[src/rtl/ni_pkg.sv]
// Shared helpers for the AI-Grid GPU network interface: GPU ID <-> routing
// address arithmetic, ID legality and header placement.
package ni_pkg;

  typedef struct packed {
    logic push;
    logic drop;
  } ni_verdict_t;

  // LSB position of the header field inside a flit.
  function automatic int unsigned hdr_lsb(input int unsigned data_w, input int unsigned id_w);
    return data_w - id_w;
  endfunction

  function automatic int unsigned gpu_id_to_addr(input int unsigned id, input int unsigned leaf_w);
    return id + (32'd1 << leaf_w) - 32'd1;
  endfunction

  function automatic int unsigned addr_to_gpu_id(input int unsigned addr, input int unsigned leaf_w);
    return addr - ((32'd1 << leaf_w) - 32'd1);
  endfunction

  function automatic logic id_legal(input int unsigned id, input int unsigned max_gpu);
    return (id >= 32'd1) && (id <= max_gpu);
  endfunction

  // An accepted flit is either pushed or dropped, never both.
  function automatic ni_verdict_t classify(input logic accept, input logic ok);
    ni_verdict_t v;
    v.push = accept && ok;
    v.drop = accept && !ok;
    return v;
  endfunction

endpackage

[src/rtl/ni_fifo.sv]
// Power-of-two synchronous FIFO followed by one registered output slot.
// Output valid/data hold while the consumer stalls; level counts FIFO entries only.
module ni_fifo #(
  parameter int DATA_W = 16,
  parameter int DEPTH  = 8,
  localparam int PTR_W = $clog2(DEPTH),
  localparam int LVL_W = PTR_W + 1
) (
  input  logic              clk,
  input  logic              reset,
  input  logic              i_push,
  input  logic [DATA_W-1:0] i_data,
  output logic              o_in_ready,
  output logic [DATA_W-1:0] o_out_data,
  output logic              o_out_valid,
  input  logic              i_out_ready,
  output logic [LVL_W-1:0]  o_level
);

  logic [DATA_W-1:0] r_mem [DEPTH];
  logic [PTR_W-1:0]  r_wr_ptr;
  logic [PTR_W-1:0]  r_rd_ptr;
  logic [LVL_W-1:0]  r_level;
  logic              r_out_valid;
  logic [DATA_W-1:0] r_out_data;
  logic              w_pop;

  assign o_in_ready  = (r_level < LVL_W'(DEPTH));
  // Refill the slot when it is empty or drains on this edge.
  assign w_pop       = (r_level != '0) && (!r_out_valid || i_out_ready);
  assign o_out_data  = r_out_data;
  assign o_out_valid = r_out_valid;
  assign o_level     = r_level;

  always_ff @(posedge clk) begin
    if (i_push) r_mem[r_wr_ptr] <= i_data;
  end

  always_ff @(posedge clk or posedge reset) begin
    if (reset) begin
      r_wr_ptr    <= '0;
      r_rd_ptr    <= '0;
      r_level     <= '0;
      r_out_valid <= 1'b0;
      r_out_data  <= '0;
    end else begin
      if (i_push) r_wr_ptr <= r_wr_ptr + 1'b1;
      if (w_pop)  r_rd_ptr <= r_rd_ptr + 1'b1;
      case ({i_push, w_pop})
        2'b10:   r_level <= r_level + 1'b1;
        2'b01:   r_level <= r_level - 1'b1;
        default: r_level <= r_level;
      endcase
      if (w_pop) begin
        r_out_valid <= 1'b1;
        r_out_data  <= r_mem[r_rd_ptr];
      end else if (i_out_ready) begin
        r_out_valid <= 1'b0;
      end
    end
  end

endmodule

[src/rtl/ni_param.sv]
// GPU <-> leaf-router network interface: rewrites the flit header between
// GPU ID and routing address, buffers each direction, and counts drops.
module ni_param
  import ni_pkg::*;
#(
  parameter int GPU_ID     = 5,
  parameter int DATA_W     = 16,
  parameter int ID_W       = 6,
  parameter int LEAF_W     = 2,
  parameter int MAX_GPU    = 32,
  parameter int FIFO_DEPTH = 8,
  parameter int CNT_W      = 8,
  localparam int LVL_W     = $clog2(FIFO_DEPTH) + 1
) (
  input  logic              clk,
  input  logic              reset,
  input  logic [DATA_W-1:0] gpu_data_in,
  input  logic              gpu_valid_in,
  output logic              gpu_ready_out,
  output logic [DATA_W-1:0] gpu_data_out,
  output logic              gpu_valid_out,
  input  logic              gpu_ready_in,
  output logic [DATA_W-1:0] router_data_out,
  output logic              router_valid_out,
  input  logic              router_ready_in,
  input  logic [DATA_W-1:0] router_data_in,
  input  logic              router_valid_in,
  output logic              router_ready_out,
  output logic [CNT_W-1:0]  drop_misroute_cnt,
  output logic [CNT_W-1:0]  drop_baddest_cnt,
  output logic [LVL_W-1:0]  tx_level,
  output logic [LVL_W-1:0]  rx_level
);

  localparam int HDR_LSB = int'(hdr_lsb(DATA_W, ID_W));

  logic [ID_W-1:0]   w_tx_hdr;
  logic [ID_W-1:0]   w_rx_hdr;
  logic [DATA_W-1:0] w_tx_data;
  logic [DATA_W-1:0] w_rx_data;
  logic              w_tx_legal;
  logic              w_rx_match;
  ni_verdict_t       w_tx_v;
  ni_verdict_t       w_rx_v;
  logic [CNT_W-1:0]  r_misroute_cnt;
  logic [CNT_W-1:0]  r_baddest_cnt;

  assign w_tx_hdr   = gpu_data_in[DATA_W-1:HDR_LSB];
  assign w_tx_legal = id_legal(32'(w_tx_hdr), MAX_GPU);
  assign w_tx_data  = {ID_W'(gpu_id_to_addr(32'(w_tx_hdr), LEAF_W)), gpu_data_in[HDR_LSB-1:0]};
  assign w_tx_v     = classify(gpu_valid_in && gpu_ready_out, w_tx_legal);

  // Underflowing headers wrap to huge IDs, so they never match.
  assign w_rx_hdr   = router_data_in[DATA_W-1:HDR_LSB];
  assign w_rx_match = (addr_to_gpu_id(32'(w_rx_hdr), LEAF_W) == 32'(GPU_ID));
  assign w_rx_data  = {ID_W'(GPU_ID), router_data_in[HDR_LSB-1:0]};
  assign w_rx_v     = classify(router_valid_in && router_ready_out, w_rx_match);

  ni_fifo #(.DATA_W(DATA_W), .DEPTH(FIFO_DEPTH)) u_tx_fifo (
    .clk         (clk),
    .reset       (reset),
    .i_push      (w_tx_v.push),
    .i_data      (w_tx_data),
    .o_in_ready  (gpu_ready_out),
    .o_out_data  (router_data_out),
    .o_out_valid (router_valid_out),
    .i_out_ready (router_ready_in),
    .o_level     (tx_level)
  );

  ni_fifo #(.DATA_W(DATA_W), .DEPTH(FIFO_DEPTH)) u_rx_fifo (
    .clk         (clk),
    .reset       (reset),
    .i_push      (w_rx_v.push),
    .i_data      (w_rx_data),
    .o_in_ready  (router_ready_out),
    .o_out_data  (gpu_data_out),
    .o_out_valid (gpu_valid_out),
    .i_out_ready (gpu_ready_in),
    .o_level     (rx_level)
  );

  // Drop counters saturate at all-ones.
  always_ff @(posedge clk or posedge reset) begin
    if (reset) begin
      r_misroute_cnt <= '0;
      r_baddest_cnt  <= '0;
    end else begin
      if (w_rx_v.drop && (r_misroute_cnt != '1)) r_misroute_cnt <= r_misroute_cnt + 1'b1;
      if (w_tx_v.drop && (r_baddest_cnt != '1))  r_baddest_cnt  <= r_baddest_cnt + 1'b1;
    end
  end

  assign drop_misroute_cnt = r_misroute_cnt;
  assign drop_baddest_cnt  = r_baddest_cnt;

endmodule

[config.mk]
export PLATFORM = sky130hd
export DESIGN_NAME = ni_param
export DESIGN_NICKNAME = d
export VERILOG_FILES = /design/src/rtl/ni_pkg.sv /design/src/rtl/ni_fifo.sv /design/src/rtl/ni_param.sv
export SDC_FILE = /design/constraint.sdc
export NUM_CORES = 1
export LEC_CHECK = 0
export BUFFER_PORTS_ARGS = -buffer_cell sky130_fd_sc_hd__buf_2
export CORE_ASPECT_RATIO = 1.2
export CORE_MARGIN = 2
export CORE_UTILIZATION = 59
export DETAILED_ROUTE_END_ITERATION = 8
export GPL_ROUTABILITY_DRIVEN = 0
export PLACE_DENSITY = 0.79
export SLEW_MARGIN = 20
export SYNTH_ARGS = -nofsm -noshare
export SYNTH_HDL_FRONTEND = slang
export SYNTH_SLANG_ARGS = --single-unit
[constraint.sdc]
create_clock -name clk -period 3.9 [get_ports clk]
set_input_delay 0.78 -clock clk [delete_from_list [all_inputs] [get_ports clk]]
set_output_delay 0.78 -clock clk [all_outputs]
set_load 0.005 [all_outputs]
======== Yosys cells after proc, flatten, opt, wreduce, memory -nomap -nowiden ========
Memories as Yosys holds them, arrays and structs flattened. A register that Yosys moved wholly into a read port is not among the register bits.
Cells that the tools add are included.
word-level totals
  bits of input ports ..................... 38
  memories kept ........................... 2
  bits in latches ......................... 0
  word-level logic and storage cells ...... 70
  flip-flop bits (word level) ............. 54
  bits in read-only memories .............. 0
  bits in writable memories ............... 208
  output and inout port bits .............. 60
memory list
  memory           depth  bits a word  rd ports  clocked after memory_dff  wr ports  line           RTL
  u_tx_fifo.r_mem  8      16           1         1                         1         ni_fifo.sv:20  logic [DATA_W-1:0] r_mem [DEPTH];
  u_rx_fifo.r_mem  8      10           1         1                         1         ni_fifo.sv:20
cells by class
  equal/unequal tests ..................... 7
  reductions and logical operators ........ 23
  div/mod/pow operators ................... 0
  mux-type cells .......................... 10
  bitwise operators ....................... 0
  shift-type cells ........................ 0
  add/subtract/negate cells ............... 13
  multiply operators ...................... 0
  $lt $le $gt $ge ......................... 4
operators by type and width
  kind                                                               count
  == test 32 x 3 -> 1 bit, second input constant                     1
  adder 8 x 1 -> 8 bit, second input constant                        2
  inequality test 8 bit, second input constant                       2
  case mux 4 bit (2 select lines)                                    2
  adder 3 x 1 -> 3 bit, second input constant                        4
  logical AND 1 bit                                                  11
  adder 4 x 1 -> 4 bit, second input constant                        2
  < comparator 4 bit, second input constant                          2
  two-way mux 1 bit                                                  8
  nonzero test 2 bit                                                 4
  nonzero test 4 bit                                                 2
  subtractor 4 x 1 -> 4 bit, second input constant                   2
  subtractor 6 x 2 -> 7 bit, second input constant                   1
  adder 6 x 3 -> 6 bit, second input constant                        1
  greater-or-equal comparator 6 x 1 -> 1 bit, second input constant  1
  less-or-equal comparator 6 bit, second input constant              1
  subtractor 6 x 1 -> 6 bit, second input constant                   1
  == test 2 x 1 -> 1 bit, second input constant                      2
  == test 2 bit, second input constant                               2
  zero test 1 bit                                                    4
  logical OR 1 bit                                                   2

======== Logic depth before layout (Yosys ltp) ========
  word-level depth ........................ 5
  mapped depth ............................ 11
  mapped depth without buffers ............ 11

======== By module ========
Synthesis repeated with hierarchy kept, for this count alone.
second synthesis, totals
  cells, all modules ...................... 835
  area, all modules ....................... 13076.3 um^2
by module, submodules not included
  module                seq. area each (um^2)  area each (um^2)  times used  cells an instance
  ni_fifo at u_tx_fifo  4519.3                 6060.8            1           370
  ni_fifo at u_rx_fifo  4519.3                 6052.1            1           370
  ni_param              400.4                  963.4             1           95

======== Least setup slack after synthesis ========
Ideal clock, no wire load.
  path type ............................... input to register
  start ................................... input gpu_data_in[10]
  end ..................................... memory u_tx_fifo.r_mem[0][0] (enable)
  library setup time ...................... 430 ps
  data required time ...................... 3470 ps
  path slack .............................. 24 ps
  cell stages on the path ................. 6
  data arrival time ....................... 3446 ps
  path buffers ............................ 0
  cell sequence ........................... inv_1 > ha_1 > nor4b_4 > mux2i_1 > nand2_1 > nor4_1
between the ends
  longest elaborated chain between the ends .. 5
  elaborated cells between the ends (all ways) .. 6
  those cells by class .................... order compare (2); mux (2); reduce/logical (2)
ends and longest elaborated chain
  what                                                                                          line            RTL
  from (decl)                                                                                   ni_param.sv:17  input logic [DATA_W-1:0] gpu_data_in,
  greater-or-equal comparator 6 x 1 -> 1 bit or less-or-equal comparator 6 bit (tied branches)  ni_pkg.sv:24    return (id >= 32'd1) && (id <= max_gpu);
  logical AND 1 bit (*)                                                                         ni_pkg.sv:24
  logical AND 1 bit (*)                                                                         ni_pkg.sv:30    v.push = accept && ok;
  two-way mux 1 bit (*)                                                                         ni_fifo.sv:36   if (i_push) r_mem[r_wr_ptr] <= i_data;
  two-way mux 1 bit (implied by the code) (*)                                                   ni_fifo.sv:36
  to (decl)                                                                                     ni_fifo.sv:20
Mark *: on every way between the ends. The rest lies on a longest branch, timed or not.

======== Worst setup path after layout ========
  start ................................... input gpu_data_in[10]
  end ..................................... register u_tx_fifo.r_level[3] (netlist: u_tx_fifo.o_level[3])
between the ends
  longest elaborated chain between the ends .. 5
  elaborated cells between the ends (all ways) .. 8
  those cells by class .................... order compare (2); eq/ne (2); mux (1); reduce/logical (3)
ends and longest elaborated chain
  what                                                                                          line           RTL
  greater-or-equal comparator 6 x 1 -> 1 bit or less-or-equal comparator 6 bit (tied branches)  ni_pkg.sv:24
  logical AND 1 bit (*)                                                                         ni_pkg.sv:24
  logical AND 1 bit (*)                                                                         ni_pkg.sv:30
  == test 2 x 1 -> 1 bit or == test 2 bit (tied branches)                                       ni_fifo.sv:49  case ({i_push, w_pop})
  case mux 4 bit (2 select lines) or nonzero test 2 bit (tied branches)                         --
  to (signal assigned)                                                                          ni_fifo.sv:50  2'b10: r_level <= r_level + 1'b1;
  to (signal assigned)                                                                          ni_fifo.sv:51  2'b01: r_level <= r_level - 1'b1;
  to (signal assigned)                                                                          ni_fifo.sv:52  default: r_level <= r_level;
  to (decl)                                                                                     ni_fifo.sv:23  logic [LVL_W-1:0] r_level;
Marks and branches as above.
A chain may end at the register's enable or synchronous reset.

==> summary.md <==
| Metric | Value |
|---|---|
| Vias in the first global route | between 6000 and 7000 |
| Syn Area/Cell | ~18 µm² |
| Starting Density | 0.6013 |
| Post-Syn Instances | about 610 |
| Clk sink count | 273 |
| P&R area growth vs syn | 15.54% |
| Dpl cells | roughly 930 |
| IO buf count | slightly above 90 |
| Vias | 5732 |
| Drt wl/cell | 21.62 µm |
| Clock transition at the registers of the reported paths | ~70 ps |
| Max VDD drop | 538.1 µV |
| DRC viols | 0 |
| Clock skew | 13.18 ps |
| Fin util | 0.6947 |
| # fillers | 1189 |
| DR iter-0 viols | roughly 400 |
| Power density over cell area | 687.4 nW/µm² |
| Met3 GRT Util | 0.03185 |
| Antenna Nets Post-Route | 0 |
| Core region area | between 15000 and 20000 µm² |
| DP HPWL | 12900 µm |
| Antenna diodes | 0 |
| RSZ-0062 raised after global routing | no |
| Fmax | approximately 0.32 GHz |
| Share of cells above drive strength 1 | 0.2965 |
| Post-synth EDFFs | 208 |
| Io pins | slightly below 100 |
| First-pass GRT wire length | between 30000 and 40000 µm |
| Total GRT Usage | 0.2212 |
| Worst EP arrival | 3510 ps |
| Worst Setup End Kind | flop |
| Setup Fix Bufs, Post-CTS | 0 |
| Slew @ Worst Pin | approximately 1100 ps |
| Final nets | between 700 and 800 |
| Max stage delay on crit path | approximately 430 ps |
| Area of the multi-input gates | slightly below 3000 µm² |
| GRT busiest layer | met2 |
| Status | complete, no violations |
| Seq/Total Area, Yosys | 0.7231 |
| MaxCap Viol Count | 0 |
| DR pass1 iterations | 5 |
| Post-synth cell types | 39 |
| CP max stage cell | a2111oi_0 |
| CTS tree | built |
| Area leader, netlist | edfxtp_1 |
| Max Root-Sink Buffers | 3 |
| Placed Area | approximately 12000 µm² |
| Hold WC Path Type | input pin to asynchronous set/reset pin |
| Sequential Area | around 7900 µm² |
| CP Launch Type | input pin |
| Critical path required time | approximately 4300 ps |
| Initial antenna violation count | 0 |
| CP Max Fanout | 9 |
| Global-route track usage on met2 | 0.4046 |
| #FFs+latches synth | approximately 270 |
| Via density | a little under 6 |
| Root Driver | clkbuf_16 |
| CTS Hold Buffers Added | 0 |
| Post-synth top flop | edfxtp_1 |
| Final period util | 0.7956 |
| Clk_lat worst skew | 520 ps |
| Post-CTS sizing | 0 |
| Ys Warns | 0 |
| DIE WIDTH | 128.0 µm |
| Total wire length | 21110 µm |
| Final hold viol count | 0 |
| Height of the die | 152.8 µm |
| CTS HTree Levels | 1 |
| Pin count of the biggest net entering global routing | 36 |
| Cts bufs inserted | 26 |
| Final count of pins violating max slew | 0 |
| Cell area after layout | about 13000 µm² |
| Reg2Reg Depth | 8 |
| Final setup fails | 0 |
| Ys async rst share | 0.2381 |
| Leak | between 4 and 5 nW |
| Post-synthesis cell area | between 10000 and 15000 µm² |
| Most frequent cell on the critical path | ha_1 |
| Overflow left after global routing | 0 |
| Final setup TNS | 0 ps |
| Die area | 19560 µm² |
| Synth top area cells | edfxtp_1 (57%), dfrtp_1 (15%), mux4_2 (11%) |
| Row cnt | 54 |
| Worst rel slew slack | 0.2335 |
| GR Util met1 | 0.2806 |
| Non-Filler Instances | 976 |
| CP Class | input pin to flop |
| Post-synth top area share | 0.5737 |
| Crit-path cells | buf_2 > inv_1 > ha_1 > nor4b_4 > mux2i_1 > nand2_1 > ha_1 > ha_1 > a21o_1 > a2111oi_0 > nand3b_1 > nand3_1 |
| Min cycle time layout | between 3000 and 4000 ps |
-- state kept, by name, indices dropped and copies added (netlist names), 3 cells and up --
name and count:
drop_misroute_cnt 8, u_tx_fifo.o_out_data 16, drop_baddest_cnt 8, u_tx_fifo.r_mem 128
u_rx_fifo.o_level 4, u_rx_fifo.o_out_data 11, u_tx_fifo.r_wr_ptr 3, u_rx_fifo.r_rd_ptr 3
u_rx_fifo.r_mem 80, u_rx_fifo.r_wr_ptr 3, u_tx_fifo.r_rd_ptr 3, u_tx_fifo.o_level 4
-- final cells by class --
| class | instances | area share |
|---|---|---|
| clock buffer | 40 | 0.05998 |
| clock inverter | 8 | 0.006962 |
| inverter | 14 | 0.004177 |
| tap | 224 | 0.02228 |
| sequential | 273 | 0.6261 |
| timing repair buffer | 116 | 0.05073 |
| multi-input combinational | 301 | 0.2298 |
-- cell usage after synthesis (all sizes together) (2+ instances only) --
library cell	instances
a21o	2
a21oi	34
buf	14
clkbuf	12
dfrtp	65
edfxtp	208
ha	14
inv	14
mux2	7
mux2i	29
mux4	52
nand2	21
nand2b	6
nand3	12
nand4	2
nor2	45
nor2b	3
nor3	11
nor4	7
nor4b	6
o21ai	5
xnor2	11
xor2	19
-- per-stage QoR --
| step | power [mW] | setup slack, ps | hold slack, ps |
|---|---|---|---|
| floorplan | 5.505 | 23.64 | 484.4 |
| global placement | 6.120 | 521.2 | 466.5 |
| detailed placement | 6.255 | 271.1 | 478.2 |
| CTS | 8.725 | 809.3 | 285.7 |
| global route | 9.087 | 566.2 | 308.0 |
| finish | 8.647 | 797.1 | 279.8 |
-- final timing paths --
check                                                  from                              endpoint  slack (ps)
setup / recovery                            gpu_data_in[10]      u_tx_fifo.o_level[3]$_DFFE_PP0P_         800
hold / removal                                        reset  u_tx_fifo.o_out_data[12]$_DFFE_PP0P_         280
setup reg to reg           u_tx_fifo.o_level[0]$_DFFE_PP0P_      u_tx_fifo.o_level[3]$_DFFE_PP0P_        1250
hold reg to reg            drop_misroute_cnt[6]$_DFFE_PP0P_      drop_misroute_cnt[6]$_DFFE_PP0P_         500
max in group asynchronous                             reset     u_rx_fifo.o_out_valid$_DFFE_PP0P_        2850
min in group clk                            router_ready_in     u_tx_fifo.o_out_valid$_DFFE_PP0P_         450
-- per-layer routing --
| layer | wire length, µm | share of wire |
|---|---|---|
| met5 | 0 | 0 |
| met2 | 11690 | 0.55 |
| met4 | 255 | 0.012 |
| met1 | 8164 | 0.39 |
| met3 | 996 | 0.047 |
-- critical path: cells and delay by family --
kind | cells | cell delay (ps)
AOI/OAI and AO/OA | 2 | 630
adders and majority gates | 3 | 810
buffers and inverters | 2 | 320
muxes | 1 | 310
and+or+nand+nor | 4 | 650
-- cells by family after synthesis --
kind of cell             after synthesis  share of synthesized area
adder cells (fa/ha/maj)               15                    0.01793
AND/OR/NAND/NOR                      119                    0.05447
multiplexers                          88                     0.1415
flip-flops                           273                     0.7231
buffers and inverters                 40                    0.01632
other                                  1                  0.0003444
XOR/XNOR                              30                    0.02413
AO/OA/AOI/OAI                         45                    0.02229
-- power breakdown --
part	switching (mW)	internal [mW]	total [mW]
registers	0.566	3.52	4.09
clock network	1.00	1.46	2.46
logic	0.921	1.17	2.09
-- layout by cell type (no fill, tap or decap), types with 2 or more instances in the layout --
master	n
conb_1	4
nand2b_1	6
nor3_2	4
a21o_1	2
nor4_1	6
nand4_1	2
clkbuf_1	10
nor2_1	45
edfxtp_1	208
xnor2_1	11
clkinv_2	4
xor2_1	19
buf_4	23
bufinv_16	2
o21ai_0	5
mux2_2	7
mux4_2	52
mux2i_1	29
nand2_1	21
buf_2	93
inv_1	13
ha_1	14
nor2b_1	3
clkbuf_8	3
a21oi_1	32
nand3_1	12
nor3_1	7
clkinv_1	2
nor4b_1	4
clkbuf_16	27
dfrtp_1	64
(Power assumes the default switching activity.)
